### config.mk
export PLATFORM = sky130hd
export DESIGN_NAME = feature_frame_tx
export DESIGN_NICKNAME = d
export VERILOG_FILES = /design/src/rtl/feature_pkg.sv /design/src/rtl/decim_tick.sv /design/src/rtl/feature_frame_tx.sv
export SDC_FILE = /design/constraint.sdc
export NUM_CORES = 1
export LEC_CHECK = 0
export BUFFER_PORTS_ARGS = -buffer_cell sky130_fd_sc_hd__buf_2
export CORE_UTILIZATION = 48
export DETAILED_ROUTE_END_ITERATION = 10
export PLACE_DENSITY = 0.7
export SYNTH_ARGS = -nofsm -noshare
export SYNTH_HDL_FRONTEND = slang
export SYNTH_SLANG_ARGS = --single-unit
### constraint.sdc
create_clock -name clk -period 3.3 [get_ports clk]
set_input_delay 0.495 -clock clk [delete_from_list [all_inputs] [get_ports clk]]
set_output_delay 0.495 -clock clk [all_outputs]
set_load 0.01 [all_outputs]
### src/rtl/feature_pkg.sv
// Constants, frame state type and STATUS-word layout shared by the feature frame
// transmitter and any host-side decoder model.
package feature_pkg;

  localparam int FEAT_WIDTH = 32;
  localparam logic [31:0] SYNC_WORD = 32'hA5A5_5AC3;
  localparam int FRAME_WORDS = 9;
  // Frame = sync + features + status + checksum
  localparam int NUM_FEAT = FRAME_WORDS - 3;

  localparam int STATUS_STIM_LSB = 0;
  localparam int STATUS_DROP_LSB = 8;
  localparam int STATUS_ID_LSB = 16;

  typedef enum logic [2:0] {
    ST_IDLE,
    ST_SYNC,
    ST_FEAT,
    ST_STATUS,
    ST_CSUM
  } frame_state_e;

  function automatic logic [31:0] pack_status(input logic [15:0] id,
                                              input logic [7:0] drops,
                                              input logic stim);
    logic [31:0] s;
    s = '0;
    s[STATUS_ID_LSB +: 16] = id;
    s[STATUS_DROP_LSB +: 8] = drops;
    s[STATUS_STIM_LSB] = stim;
    return s;
  endfunction

endpackage

### src/rtl/decim_tick.sv
// Counts enabled sample cycles and pulses tick on every DECIM-th one.
module decim_tick #(
  parameter int DECIM = 256
) (
  input  logic clk,
  input  logic rst_n,
  input  logic en,
  output logic tick
);

  localparam int CW = (DECIM > 1) ? $clog2(DECIM) : 1;
  localparam logic [CW-1:0] LAST = CW'(DECIM - 1);

  logic [CW-1:0] cnt;

  always_ff @(posedge clk or negedge rst_n) begin
    if (!rst_n) begin
      cnt <= '0;
    end else if (en) begin
      cnt <= (cnt == LAST) ? '0 : cnt + CW'(1);
    end
  end

  assign tick = en & (cnt == LAST);

endmodule

### src/rtl/feature_frame_tx.sv
// Decimated feature snapshot framer: SYNC, six features, STATUS and an XOR
// checksum streamed over a valid/ready word interface.
module feature_frame_tx #(
  parameter int FEAT_WIDTH = feature_pkg::FEAT_WIDTH,
  parameter int DECIM = 256,
  parameter logic [FEAT_WIDTH-1:0] SYNC_WORD = FEAT_WIDTH'(feature_pkg::SYNC_WORD)
) (
  input  logic                  clk,
  input  logic                  rst_n,
  input  logic                  en,
  input  logic [FEAT_WIDTH-1:0] ll_in,
  input  logic [FEAT_WIDTH-1:0] ne_in,
  input  logic [FEAT_WIDTH-1:0] ps_in,
  input  logic [FEAT_WIDTH-1:0] theta_in,
  input  logic [FEAT_WIDTH-1:0] alpha_in,
  input  logic [FEAT_WIDTH-1:0] beta_in,
  input  logic                  stim_in,
  input  logic                  tx_ready,
  input  logic                  clr_overrun,
  output logic [FEAT_WIDTH-1:0] tx_data,
  output logic                  tx_valid,
  output logic                  tx_last,
  output logic [15:0]           frame_id,
  output logic                  overrun
);

  import feature_pkg::*;

  frame_state_e state, state_nxt;
  logic [2:0] feat_idx, feat_idx_nxt;

  logic tick, hs, capture, drop;
  logic [FEAT_WIDTH-1:0] feat_in [NUM_FEAT];
  logic [FEAT_WIDTH-1:0] shadow [NUM_FEAT];
  logic shadow_stim;
  logic [7:0] shadow_drop;
  logic [7:0] drop_count;
  logic [15:0] next_id;
  logic [FEAT_WIDTH-1:0] status_word, csum_word;

  decim_tick #(.DECIM(DECIM)) u_decim_tick (
    .clk  (clk),
    .rst_n(rst_n),
    .en   (en),
    .tick (tick)
  );

  assign feat_in[0] = ll_in;
  assign feat_in[1] = ne_in;
  assign feat_in[2] = ps_in;
  assign feat_in[3] = theta_in;
  assign feat_in[4] = alpha_in;
  assign feat_in[5] = beta_in;

  // A new snapshot fits only when idle or when the checksum word leaves this cycle
  assign hs      = (state != ST_IDLE) & tx_ready;
  assign capture = tick & ((state == ST_IDLE) | ((state == ST_CSUM) & hs));
  assign drop    = tick & ~capture;

  assign status_word = FEAT_WIDTH'(pack_status(frame_id, shadow_drop, shadow_stim));

  always_comb begin
    csum_word = SYNC_WORD ^ status_word;
    for (int i = 0; i < NUM_FEAT; i++) begin
      csum_word = csum_word ^ shadow[i];
    end
  end

  always_ff @(posedge clk or negedge rst_n) begin
    if (!rst_n) begin
      state    <= ST_IDLE;
      feat_idx <= '0;
    end else begin
      state    <= state_nxt;
      feat_idx <= feat_idx_nxt;
    end
  end

  always_comb begin
    state_nxt    = state;
    feat_idx_nxt = feat_idx;
    tx_valid     = (state != ST_IDLE);
    tx_last      = (state == ST_CSUM);
    tx_data      = '0;
    case (state)
      ST_IDLE: begin
        if (capture) state_nxt = ST_SYNC;
      end
      ST_SYNC: begin
        tx_data = SYNC_WORD;
        if (hs) begin
          state_nxt    = ST_FEAT;
          feat_idx_nxt = '0;
        end
      end
      ST_FEAT: begin
        tx_data = shadow[feat_idx];
        if (hs) begin
          if (feat_idx == 3'(NUM_FEAT - 1)) state_nxt = ST_STATUS;
          else feat_idx_nxt = feat_idx + 3'd1;
        end
      end
      ST_STATUS: begin
        tx_data = status_word;
        if (hs) state_nxt = ST_CSUM;
      end
      ST_CSUM: begin
        tx_data = csum_word;
        if (hs) state_nxt = capture ? ST_SYNC : ST_IDLE;
      end
      default: state_nxt = ST_IDLE;
    endcase
  end

  // STATUS reports the drop count as it stood before this snapshot
  always_ff @(posedge clk or negedge rst_n) begin
    if (!rst_n) begin
      for (int i = 0; i < NUM_FEAT; i++) shadow[i] <= '0;
      shadow_stim <= 1'b0;
      shadow_drop <= '0;
      frame_id    <= '0;
      next_id     <= '0;
    end else if (capture) begin
      for (int i = 0; i < NUM_FEAT; i++) shadow[i] <= feat_in[i];
      shadow_stim <= stim_in;
      shadow_drop <= drop_count;
      frame_id    <= next_id;
      next_id     <= next_id + 16'd1;
    end
  end

  // A drop in the same cycle as a clear still leaves a record of itself
  always_ff @(posedge clk or negedge rst_n) begin
    if (!rst_n) begin
      drop_count <= '0;
      overrun    <= 1'b0;
    end else if (drop) begin
      overrun <= 1'b1;
      if (clr_overrun) drop_count <= 8'd1;
      else if (drop_count != 8'hFF) drop_count <= drop_count + 8'd1;
    end else if (clr_overrun) begin
      drop_count <= '0;
      overrun    <= 1'b0;
    end
  end

endmodule

# After elaboration in Yosys (flattened, before gate mapping)
# Cells that the tools add are included.
# op_classes
n_addsub	4
order_cmp	1
n_eq_ne	14
n_mux	23
n_bitwise	15
n_reduce_logical	8
# op_table
operator	count
bitwise XOR 32 bit	6
one-hot mux 32 bit (4 select lines)	1
binary-select mux 32 bit (select 3 bit)	1
two-way mux 32 bit	2
two-way mux 8 bit	5
two-way mux 3 bit	9
adder 16 x 1 -> 16 bit, second input constant	1
adder 8 x 1 -> 8 bit, second input constant	2
NOT 16 bit	1
one-hot mux 3 bit (5 select lines)	1
inequality test 2 bit, second input constant	6
equality test 8 bit, second input constant	1
inequality test 8 bit, second input constant	1
equality test 3 x 2 -> 1 bit, second input constant	2
equality test 3 bit, second input constant	2
one-hot mux 3 bit (2 select lines)	1
AND reduction 6 bit	1
nonzero test 2 bit	3
bitwise AND 1 bit	5
greater-or-equal comparator 4 bit, second input constant	1
NOT 3 -> 4 bit	1
AND reduction 4 bit	1
adder 3 x 1 -> 3 bit, second input constant	1
equality test 3 x 1 -> 1 bit, second input constant	1
other kinds (7)	9
# word_totals
ff_bits	256
out_inout_bits	51

# Logic depth before layout (Yosys ltp)
# Gate-level depths: netlist of run 1.
# depth
word_depth	9
mapped_depth	9
depth_no_buf	6

# Hierarchy
# A second synthesis of run 1 with hierarchy kept.
# hier_totals
cells_unflattened	1106
area_unflattened_um2	13631.8
# by_module_without_submodules
module	instances	cells_per_inst	area_per_inst_um2	seq_area_each_um2
feature_frame_tx	1	1070	13233.9	6206.0
decim_tick	1	36	397.9	200.2

# Least setup slack after synthesis of run 1
# Ideal clock, no wire load.
# synth_path
path_kind	flip-flop to output port
startpoint	register feat_idx[0]
endpoint	output tx_data[1]
t_arrival_ns	1.644
setup_slack_ns	1.161
stages_incl_launch_ff	6
path_buffers	2
path_cell_list	dfrtp_1 -> buf_2 -> clkbuf_1 -> mux4_2 -> a221oi_1 -> o21ai_0
# synth_via
elab_chain_len	5
# synth_lines
element	line_no	source
start, declared	feature_frame_tx.sv:30	logic [2:0] feat_idx, feat_idx_nxt;
start signal, assigned	feature_frame_tx.sv:75	feat_idx <= feat_idx_nxt;
NOT 3 -> 4 bit (not written as such)	feature_frame_tx.sv:97	tx_data = shadow[feat_idx];
binary-select mux 32 bit (select 3 bit)	feature_frame_tx.sv:97	
two-way mux 32 bit (not written as such) (2 in series)	feature_frame_tx.sv:97	
one-hot mux 32 bit (4 select lines)	feature_frame_tx.sv:85	case (state)
end, declared	feature_frame_tx.sv:20	output logic [FEAT_WIDTH-1:0] tx_data,
# Every way passes these cells. The select of a mux whose other input is x is not followed.

# Final worst setup path of run 1
# layout_path
startpoint	register feat_idx[0]
endpoint	output tx_data[6]
# Same word-level chain as after synthesis.

==> metrics.md, run 1 <==
| Metric | Value |
|---|---|
| Status | `finished clean` |
| Async set-reset flop share out of synthesis | `100%` |
| Synth cell types | `52` |
| Worst reg-to-reg path cell count | `6` |
| Arrival time worst endpoint | `between 2000 and 3000 ps` |
| Final cell count without fillers | `about 1800` |
| Top Metal Used | `met5` |
| First-pass GRT wire length | `about 54 mm` |
| Post-synthesis adder-cell area fraction | `0.432%` |
| Sink count of the clock tree | `~260` |
| WL met3 | `~1.6 mm` |
| Placed Cells | `between 1500 and 2000` |
| DRC | `0` |
| Maximum clock frequency | `329 MHz` |
| CP endpoint | `tx_data[6]` |
| Top FF cell, synth | `dfrtp_1` |
| Avg WL per Cell | `19.3 um` |
| Hold Vio Cnt, Final | `0` |
| Initial antenna violation count | `3` |
| First-iteration detailed-routing DRC count | `475` |
| Gr ovfl total | `0` |
| FF-to-FF Start | `u_decim_tick.cnt[0]$_DFFE_PN0P_` |
| Slew Viols, Final | `0` |
| Final WS setup | `259 ps` |
| Worst IR Drop VDD | `between 0.0004 and 0.0005 V` |
| Starting Density | `48.8%` |
| Post-synthesis sequential area ratio | `between 40 and 50%` |
| Vias in the first global route | `a little under 10000` |
| WL met1 | `15.7 mm` |
| WHS | `174 ps` |
| Crit path from | `feat_idx[0]$_DFFE_PN0P_` |
| CP endpoint kind | `output port` |
| Post-layout util | `between 50% and 60%` |
| Worst Hold Class | `input port to flop` |
| Area share of the largest cell type after synthesis | `between 40% and 50%` |
| Slowest CP cell | `dfrtp_2` |
| Pwr/cell area | `~480 nW/um^2` |
| Die area | `between 30000 and 40000 um^2` |
| Critical Path Stages | `5` |
| Reg-to-reg slack, setup | `slightly above 800 ps` |
| Yosys reg bits | `between 200 and 300` |
| Reg2reg end | `shadow[44]$_DFFE_PN0P_` |
| Core ar. | `slightly below 30000 um^2` |
| Num CTS Buffers | `30` |
| Cell leakage power | `8.84 nW` |
| Mean post-synth cell area | `13.0 um^2` |
| Cell Area, Synth | `roughly 14000 um^2` |
| CP max stage delay | `about 620 ps` |
| Post-cts sizing count | `0` |
| Setup TNS | `0 ps` |
| Crit Path Category | `flop to output port` |
| # rows | `63` |
| CP Cell Sequence | `buf_4, mux2_2, a221oi_1, o21ai_0, buf_2` |
| I/O pins | `~250` |
| Pre-CTS setup slack | `roughly 790 ps` |
| CP delay by family, top | `flip-flops` |
| Vias per cell | `between 5 and 6` |
| RSZ-0062 raised after global routing | `false` |
| Tightest Pin Transition | `between 800 and 900 ps` |
| H-tree depth | `1` |
| Layout Skew | `~9.3 ps` |
| Post-DP Area | `about 16000 um^2` |
| Root Driver | `clkbuf_16` |
| Startpoint types | `flop` |
| Largest family of logic cells by synthesized area | `multiplexers` |
| Layout area overhead | `18.5%` |
| Post-Synth Simple-Gate Area | `under 10%` |
| Cell count after synthesis | `1111` |
| CTS tree | `done` |
| Yosys warns | `0` |
| Met2 WL post-DR | `between 15 and 20 mm` |
| Share of cells above drive strength 1 | `about two fifths` |
| Crit path buf inv count | `2` |
| Mux cell area share after synthesis | `between 20% and 30%` |
| Area leader, netlist | `dfrtp_1` |
| Final wirelength | `about 34 mm` |
| Synth Area in XOR/XNOR | `12.3%` |
| Setup bufs post-CTS | `0` |
| Die Ht | `about 180 um` |
| Worst rel slew slack | `41.1%` |
| CP required | `2800 ps` |
| Design Power | `about 8.3 mW` |
| Antenna-violating nets left | `0` |
| Layout Nets | `about 1600` |
| Port bufs | `about 250` |
| Fin crit period | `3040 ps` |
| Synth Area in Compound Gates | `about 6%` |
| Critical Path Fanout Max | `21` |
| Syn nets | `around 1300` |
| Clock Pin Slew Worst Setup and Hold Paths | `60 ps` |
| Final period util | `92.1%` |
| Design Area, Final | `~17000 um^2` |
| Clk buf depth | `3` |
| Largest net degree at the start of global routing | `90` |
| Most area-consuming cells after synthesis | `dfrtp_1, mux2_4, xnor2_1, mux2i_1, xor2_1` |
| Dpl hpwl | `23.3 mm` |
| DR pass1 iterations | `5` |
| Final Wtd Congestion | `slightly above 0.8` |
| Most frequent cells in the layout | `dfrtp_1, buf_2, mux2_4` |
| Final setup fails | `0` |
| MaxCap Viol Count | `0` |
| Routed vias | `approximately 9500` |
| Later-pin clock latency in the skew report | `approximately 550 ps` |
| Die Width | `176 um` |
| GRT Util Overall | `~22%` |
| Post-synth EDFFs | `0` |
| Commonest non-fill, non-tap cell in the layout | `dfrtp_1` |
-- power breakdown --
part / internal (mW) / switching (mW) / total [mW]
logic: 0.482 / 0.907 / 1.39
registers: 3.20 / 0.115 / 3.32
clock network: 2.25 / 1.33 / 3.58
-- cells in the mapped netlist, drive strengths merged (2+ instances only) --
cell type	count
dfrtp	256
mux2	224
xnor2	155
mux2i	79
o21ai	49
xor2	49
nor2	41
buf	37
o22ai	29
o211ai	27
nand2	23
clkbuf	22
and3	13
nand3	12
nand4	12
a21oi	10
inv	9
and2	7
mux4	7
ha	5
and4	4
nor3	4
a221oi	3
nor2b	3
o311ai	3
o31ai	3
a211oi	2
a21o	2
nand2b	2
or2	2
or3	2
or4	2
-- kinds of logic (layout without fill, tap and decap cells) --
group	after synthesis	in the layout
AO/OA/AOI/OAI	136	136
XOR/XNOR	204	204
adder cells (fa/ha/maj)	5	5
buffers and inverters	68	332
flip-flops	256	256
multiplexers	310	310
other	0	2
AND/OR/NAND/NOR	132	132
-- repair_timing --
action | in CTS | in global routing
endpoints found under the hold margin | 45 | 0
endpoints found under the setup margin | 0 | 0
hold buffers | 1 | 0
-- layout make-up --
cell class                 count  area [um^2]
fill                        2418        12500
multi-input combinational    787         7660
sequential                   256         6410
timing repair buffer         268         1480
clock buffer                  40          880
tap                          390          488
clock inverter                15          203
inverter                       9         33.8
antenna                        2         5.00
-- state kept, by name (all words and copies together), names as in the netlist --
signal / cells
frame_id: 16
feat_idx: 3
u_decim_tick.cnt: 8
shadow_stim: 1
shadow: 192
shadow_drop: 8
next_id: 16
overrun: 1
drop_count: 8
state: 3
-- worst min path at each step --
| stage | cells after the start | start | end |
|---|---|---|---|
| finish | 2 | ne_in[31] | shadow[159]$_DFFE_PN0P_ |
| global route | 2 | beta_in[7] | shadow[7]$_DFFE_PN0P_ |
| CTS | 2 | alpha_in[6] | shadow[38]$_DFFE_PN0P_ |
| detailed placement | 1 | rst_n | shadow[154]$_DFFE_PN0P_ |
| global placement | 1 | rst_n | shadow[122]$_DFFE_PN0P_ |
| floorplan | 0 | rst_n | drop_count[0]$_DFFE_PN0P_ |
-- metal layers --
layer  global-route usage, %  vias up
li1                        -     4441
met1                    30.6     4777
met2                    36.2      263
met3                    3.12       62
met4                    5.91        2
met5                       0        -
Power figures use the tool's default switching activity.
==> inputs of run 2 (changes only) <==
Settings changed: CELL_PAD_IN_SITES_DETAIL_PLACEMENT set to 2, CELL_PAD_IN_SITES_GLOBAL_PLACEMENT set to 2, CORE_MARGIN set to 10, CORE_UTILIZATION 48 to 42, PLACE_DENSITY 0.7 to unset, PLACE_DENSITY_LB_ADDON set to 0.1.
==> metrics.md, run 2 (synthesized netlist as in run 1, its figures left out) <==
| Metric | Value |
|---|---|
| RSZ-0062 raised after global routing | `false (unchanged)` |
| Die area | `42300 um^2 (was 30800 um^2)` |
| Maximum clock frequency | `317 MHz (was 329 MHz)` |
| Avg WL per Cell | `24.8 um (was 19.3 um)` |
| Number of fill cells in the layout | `3307 (was 2418)` |
| Met2 WL post-DR | `22.7 mm (was 16.0 mm)` |
| Layout Skew | `10.7 ps (was 9.29 ps)` |
| Port bufs | `248 (unchanged)` |
| CTS tree | `done (unchanged)` |
| Core ar. | `33800 um^2 (was 29600 um^2)` |
| CP required | `2800 ps (about the same)` |
| Pre-CTS setup slack | `709 ps (was 795 ps)` |
| Final Wtd Congestion | `0.789 (was 0.814)` |
| Worst Hold Class | `input port to flop (unchanged)` |
| Arrival time worst endpoint | `2660 ps (was 2550 ps)` |
| Fin crit period | `3150 ps (was 3040 ps)` |
| Biggest regs | `shadow (192), frame_id (16), next_id (16) (unchanged)` |
| Die Ht | `206 um (was 176 um)` |
| WL met1 | `20.3 mm (was 15.7 mm)` |
| Biggest register | `shadow (unchanged)` |
| Worst rel slew slack | `42.3% (was 41.1%)` |
| Post-layout util | `51.0% (was 57.9%)` |
| DR pass1 iterations | `4 (was 5)` |
| Sink count of the clock tree | `256 (unchanged)` |
| WHS | `168 ps (was 174 ps)` |
| Share of cells above drive strength 1 | `41.1% (was 41.2%)` |
| Post-cts sizing count | `0 (unchanged)` |
| Commonest non-fill, non-tap cell in the layout | `dfrtp_1 (unchanged)` |
| Final WS setup | `147 ps (was 259 ps)` |
| Clock Pin Slew Worst Setup and Hold Paths | `60 ps (about the same)` |
| MaxCap Viol Count | `0 (unchanged)` |
| Startpoint types | `flop (unchanged)` |
| Final wirelength | `45.7 mm (was 34.1 mm)` |
| WL met3 | `1.75 mm (was 1.61 mm)` |
| Setup TNS | `0 ps (unchanged)` |
| Antenna-violating nets left | `0 (unchanged)` |
| Hold Vio Cnt, Final | `0 (unchanged)` |
| Pwr/cell area | `471 nW/um^2 (was 483 nW/um^2)` |
| Max reg flops | `192 (unchanged)` |
| # rows | `67 (was 63)` |
| Top Metal Used | `met5 (unchanged)` |
| First-iteration detailed-routing DRC count | `372 (was 475)` |
| Root Driver | `clkbuf_16 (unchanged)` |
| Crit Path Category | `flop to output port (unchanged)` |
| Num CTS Buffers | `31 (was 30)` |
| Cell leakage power | `8.84 nW (about the same)` |
| Setup bufs post-CTS | `0 (unchanged)` |
| Critical Path Fanout Max | `28 (was 21)` |
| GRT Util Overall | `21.4% (was 22.1%)` |
| Initial antenna violation count | `4 (was 3)` |
| Worst IR Drop VDD | `0.000367 V (was 0.000429 V)` |
| Status | `finished clean (unchanged)` |
| Placed Cells | `1779 (was 1709)` |
| Clk buf depth | `3 (unchanged)` |
| Final setup fails | `0 (unchanged)` |
| Tightest Pin Transition | `862 ps (was 879 ps)` |
| First-pass GRT wire length | `70.9 mm (was 53.9 mm)` |
| Slew Viols, Final | `0 (unchanged)` |
| Vias per cell | `5.35 (was 5.40)` |
| Final period util | `95.5% (was 92.1%)` |
| CP endpoint kind | `output port (unchanged)` |
| Layout area overhead | `19.0% (was 18.5%)` |
| Die Width | `206 um (was 176 um)` |
| Final cell count without fillers | `1838 (was 1767)` |
| Routed vias | `9835 (was 9545)` |
| Most frequent cells in the layout | `dfrtp_1, buf_2, mux2_4 (unchanged)` |
| DRC | `0 (unchanged)` |
| I/O pins | `249 (unchanged)` |
| Vias in the first global route | `11400 (was 9791)` |
| Dpl hpwl | `33.1 mm (was 23.3 mm)` |
| Starting Density | `42.8% (was 48.8%)` |
| Gr ovfl total | `0 (unchanged)` |
| Layout Nets | `1568 (was 1555)` |
| Later-pin clock latency in the skew report | `550 ps (about the same)` |
| Largest net degree at the start of global routing | `89 (was 90)` |
| H-tree depth | `1 (unchanged)` |
run 2: metal layers:
| layer | vias up | track usage, % |
|---|---|---|
| met4 | 4 | 4.49 |
| li1 | 4456 | - |
| met5 | - | 0 |
| met2 | 191 | 36.9 |
| met1 | 5132 | 27.7 |
| met3 | 52 | 3.35 |
run 2: worst paths after layout:
path                                                 start                       to  slack (ps)  cells after the start
min in group asynchronous                            rst_n   shadow[69]$_DFFE_PN0P_         540                      2
max in group asynchronous                            rst_n   shadow[70]$_DFFE_PN0P_        1790                      3
hold reg to reg                    next_id[15]$_DFFE_PN0P_  next_id[15]$_DFFE_PN0P_         480                      1
setup reg to reg           u_decim_tick.cnt[0]$_DFFE_PN0P_   shadow[26]$_DFFE_PN0P_         790                      6
hold / removal                                 alpha_in[7]   shadow[39]$_DFFE_PN0P_         170                      2
setup / recovery                   feat_idx[0]$_DFFE_PN0P_              tx_data[31]         150                      6
run 2: what timing repair did:
item | in CTS | in global routing
endpoints found under the setup margin | 0 | 0
endpoints found under the hold margin | 45 | 0
hold buffers | 1 | 0
run 2: report_power, final:
group	leakage, nW	switching, mW	internal, mW
clock	0.479	1.36	1.93
sequential	3.56	0.164	3.21
combinational	4.81	0.927	0.517
total	8.84	2.45	5.65
run 2: worst max-delay path: stages, from the launching register on:
cell	delay (ps)
dfrtp_4	700
buf_4	340
mux2i_1	310
o22ai_1	150
o21ai_0	290
o211ai_1	130
buf_2	170
run 2: area by class of cell:
| class | count | area [um^2] | share of cell area (%) |
|---|---|---|---|
| multi-input cells | 787 | 7660 | 44.5 |
| flip-flops and latches | 256 | 6410 | 37.2 |
| repair buffers | 280 | 1580 | 9.18 |
| clock buffers | 47 | 896 | 5.20 |
| inverters | 9 | 33.8 | 0.196 |
| well taps | 448 | 561 | 3.26 |
| diodes | 2 | 5.00 | 0.0291 |
| clock inverters | 9 | 72.6 | 0.421 |
run 2: metrics by stage:
step | instance area [um^2] | power (mW)
floorplan | 14500 | 4.13
global placement | 16200 | 4.84
detailed placement | 16200 | 4.88
CTS | 17200 | 8.20
global route | 17200 | 8.44
finish | 17200 | 8.10
==> inputs of run 3 (changes only) <==
Settings changed: ABC_AREA set to 1, CORE_UTILIZATION 42 to 34.
==> metrics.md, run 3 <==
| Metric | Value |
|---|---|
| Status | `finished clean (unchanged)` |
| Clk buf depth | `3 (unchanged)` |
| DRC | `0 (unchanged)` |
| Switching Fraction | `39.1% (was 30.2%)` |
| Layout Nets | `2770 (was 1568)` |
| Post-cts sizing count | `0 (unchanged)` |
| Slowest CP cell | `nor2_4 (was dfrtp_4)` |
| Cell leakage power | `9.99 nW (was 8.84 nW)` |
| Initial antenna violation count | `2 (was 4)` |
| ANT cells | `0 (was 2)` |
| Biggest regs | `shadow (192), frame_id (16), next_id (16) (unchanged)` |
| Worst Hold Class | `input port to flop (unchanged)` |
| Arrival time worst endpoint | `2680 ps (was 2660 ps)` |
| Antenna-violating nets left | `0 (unchanged)` |
| Avg WL per Cell | `19.5 um (was 24.8 um)` |
| Die area | `54800 um^2 (was 42300 um^2)` |
| Syn nets | `2556 (was 1314)` |
| Post-synth EDFFs | `0 (unchanged)` |
| Final wirelength | `62.4 mm (was 45.7 mm)` |
| RSZ-0062 raised after global routing | `false (unchanged)` |
| Cell Area, Synth | `15600 um^2 (was 14500 um^2)` |
| First-pass GRT wire length | `100 mm (was 70.9 mm)` |
| Cell count after synthesis | `2353 (was 1111)` |
| Final WS setup | `129 ps (was 147 ps)` |
| Setup TNS | `0 ps (unchanged)` |
| Comb pwr share | `33.7% (was 17.8%)` |
| Vias in the first global route | `18000 (was 11400)` |
| Most frequent cells after synthesis | `nand2_1, inv_1, dfrtp_1 (was dfrtp_1, mux2_4, xnor2_1)` |
| Sink count of the clock tree | `256 (unchanged)` |
| Most frequent cells in the layout | `nand2_1, inv_1, dfrtp_1 (was dfrtp_1, buf_2, mux2_4)` |
| Post-synthesis sequential area ratio | `41.1% (was 44.3%)` |
| Vias per cell | `5.09 (was 5.35)` |
| Clock Pin Slew Worst Setup and Hold Paths | `60 ps (about the same)` |
| CP max stage delay | `660 ps (was 700 ps)` |
| Dpl hpwl | `44.6 mm (was 33.1 mm)` |
| WHS | `128 ps (was 168 ps)` |
| Async set-reset flop share out of synthesis | `100% (unchanged)` |
| Biggest register | `shadow (unchanged)` |
| Number of fill cells in the layout | `5535 (was 3307)` |
| GRT Util Overall | `22.8% (was 21.4%)` |
| Max reg flops | `192 (unchanged)` |
| Layout area overhead | `19.3% (was 19.0%)` |
| Largest net degree at the start of global routing | `124 (was 89)` |
| Root Driver | `clkbuf_16 (unchanged)` |
| I/O pins | `249 (unchanged)` |
| # rows | `78 (was 67)` |
| Commonest non-fill, non-tap cell in the layout | `nand2_1 (was dfrtp_1)` |
| Crit Path Category | `flop to output port (unchanged)` |
| Synth cell types | `25 (was 52)` |
| Die Ht | `234 um (was 206 um)` |
| Final Wtd Congestion | `0.808 (was 0.789)` |
| Startpoint types | `flop (unchanged)` |
| Maximum clock frequency | `315 MHz (was 317 MHz)` |
| Critical Path Fanout Max | `18 (was 28)` |
| Top FF cell, synth | `dfrtp_1 (unchanged)` |
| DR pass1 iterations | `7 (was 4)` |
| Fin crit period | `3170 ps (was 3150 ps)` |
| Post-layout util | `41.0% (was 51.0%)` |
| Most area-consuming cells after synthesis | `dfrtp_1, nand2_1, o21ai_0, inv_1, nand3_1 (was dfrtp_1, mux2_4, xnor2_1, mux2i_1, xor2_1)` |
| CP Cell Sequence | `nor2_4, buf_4, o211ai_1, nand2_1, a21oi_1, nand2_1, buf_2 (was buf_4, mux2i_1, o22ai_1, o21ai_0, o211ai_1, buf_2)` |
| Setup bufs post-CTS | `0 (unchanged)` |
| First-iteration detailed-routing DRC count | `736 (was 372)` |
| Top cell by count, worst path | `nand2_1` |
| Hold Vio Cnt, Final | `0 (unchanged)` |
| Routed vias | `16200 (was 9835)` |
| Die Width | `234 um (was 206 um)` |
| Pre-CTS setup slack | `695 ps (was 709 ps)` |
| Clk pwr share | `35.5% (was 40.6%)` |
| Later-pin clock latency in the skew report | `560 ps (was 550 ps)` |
| Yosys warns | `0 (unchanged)` |
| CP required | `2800 ps (about the same)` |
| MaxCap Viol Count | `0 (unchanged)` |
| Area share of the largest cell type after synthesis | `41.1% (was 44.3%)` |
| Starting Density | `34.3% (was 42.8%)` |
| Yosys reg bits | `256 (unchanged)` |
| Area leader, netlist | `dfrtp_1 (unchanged)` |
| Reg-to-reg slack, setup | `1000 ps (was 790 ps)` |
| Pwr/cell area | `597 nW/um^2 (was 471 nW/um^2)` |
| Sequential Power Share | `30.9% (was 41.6%)` |
| Worst IR Drop VDD | `0.000328 V (was 0.000367 V)` |
| CTS tree | `done (unchanged)` |
| Slew Viols, Final | `0 (unchanged)` |
| Most common cell in the netlist | `nand2_1 (was dfrtp_1)` |
| Layout Skew | `20.5 ps (was 10.7 ps)` |
| Tightest Pin Transition | `889 ps (was 862 ps)` |
| Final period util | `96.1% (was 95.5%)` |
| Switch Pwr | `4.34 mW (was 2.45 mW)` |
| Internal | `6.76 mW (was 5.65 mW)` |
| Num CTS Buffers | `35 (was 31)` |
| Worst rel slew slack | `40.7% (was 42.3%)` |
| Mean post-synth cell area | `6.62 um^2 (was 13.0 um^2)` |
| H-tree depth | `2 (was 1)` |
| CP endpoint kind | `output port (unchanged)` |
| Port bufs | `248 (unchanged)` |
| Final setup fails | `0 (unchanged)` |
| Gr ovfl total | `0 (unchanged)` |
| Core ar. | `45400 um^2 (was 33800 um^2)` |
| Share of cells above drive strength 1 | `13.3% (was 41.1%)` |
[run 3: cell types whose count changed in the layout (fill, tap and decap cells not counted), sizes merged, moves of 24 or more]
cell | before | now
nand2 | 23 | 1042
inv | 9 | 270
mux2 | 224 | 0
o21ai | 49 | 246
nand3 | 12 | 192
xnor2 | 155 | 15
mux2i | 79 | 0
nor2 | 41 | 81
a21oi | 10 | 43
o211ai | 27 | 59
o22ai | 29 | 5
[run 3: repair_timing]
item	4_1_cts	5_1_grt
endpoints found under the hold margin	3	0
hold buffers	1	0
endpoints found under the setup margin	0	0
[run 3: cell type report]
type / count / area [um^2] / share of cell area [%]
Clock inverter: 18 / 179 / 0.963
Tap cell: 600 / 751 / 4.04
Inverter: 268 / 1010 / 5.41
Clock buffer: 45 / 983 / 5.29
Timing Repair Buffer: 272 / 1560 / 8.39
Multi-Input combinational cell: 1734 / 7690 / 41.4
Sequential cell: 256 / 6410 / 34.5
[run 3: worst max-delay path: cells and delay by family, from the launching register on]
kind	cells	cell delay, ps
simple gates	3	920
flops	1	540
buf+inv	2	470
compound gates	2	170
[run 3: per-layer routing]
metal,vias up,part of all wire (%),global-route usage [%]
met5,-,0.021,0
met4,2,1.8,5.36
met3,69,3.9,3.52
met2,230,49,39.1
met1,8111,46,29.6
li1,7829,-,-
[run 3: cells by family after synthesis]
logic type / after synthesis / share of synthesized area (%)
xor gates and xnor gates: 45 / 2.53
buffers and inverters: 363 / 9.58
DFF: 256 / 41.1
AOI/OAI and AO/OA: 353 / 12.4
adders and majority gates: 5 / 0.402
and+or+nand+nor: 1331 / 34.0
[run 3: through the flow]
| step | cells | cell area [um^2] | power (mW) |
|---|---|---|---|
| 6_report | 3193 | 18600 | 11.1 |
| 5_1_grt | 3193 | 18600 | 11.8 |
| 4_1_cts | 3193 | 18600 | 11.3 |
| 3_5_place_dp | 3129 | 17400 | 7.27 |
| 3_3_place_gp | 3129 | 17400 | 7.15 |
| 2_1_floorplan | 2353 | 15600 | 5.50 |
[run 3: final timing paths]
path,from,end,depth (start not counted)
max,feat_idx[1]$_DFFE_PN0P_,tx_data[23],7
max reg2reg,u_decim_tick.cnt[1]$_DFFE_PN0P_,shadow[149]$_DFFE_PN0P_,10
min,ps_in[3],shadow[99]$_DFFE_PN0P_,3
min in group asynchronous,rst_n,shadow[78]$_DFFE_PN0P_,2
max in group asynchronous,rst_n,shadow[20]$_DFFE_PN0P_,3
min reg2reg,next_id[14]$_DFFE_PN0P_,next_id[14]$_DFFE_PN0P_,2
[run 3: power groups by stage]
stage | registers (mW) | clock network [mW] | logic [mW]
global route | 3.45 | 4.16 | 4.16
CTS | 3.43 | 4.04 | 3.81
global placement | 3.47 | 0 | 3.68
detailed placement | 3.48 | 0 | 3.79
finish | 3.43 | 3.94 | 3.74
floorplan | 3.35 | 0 | 2.15
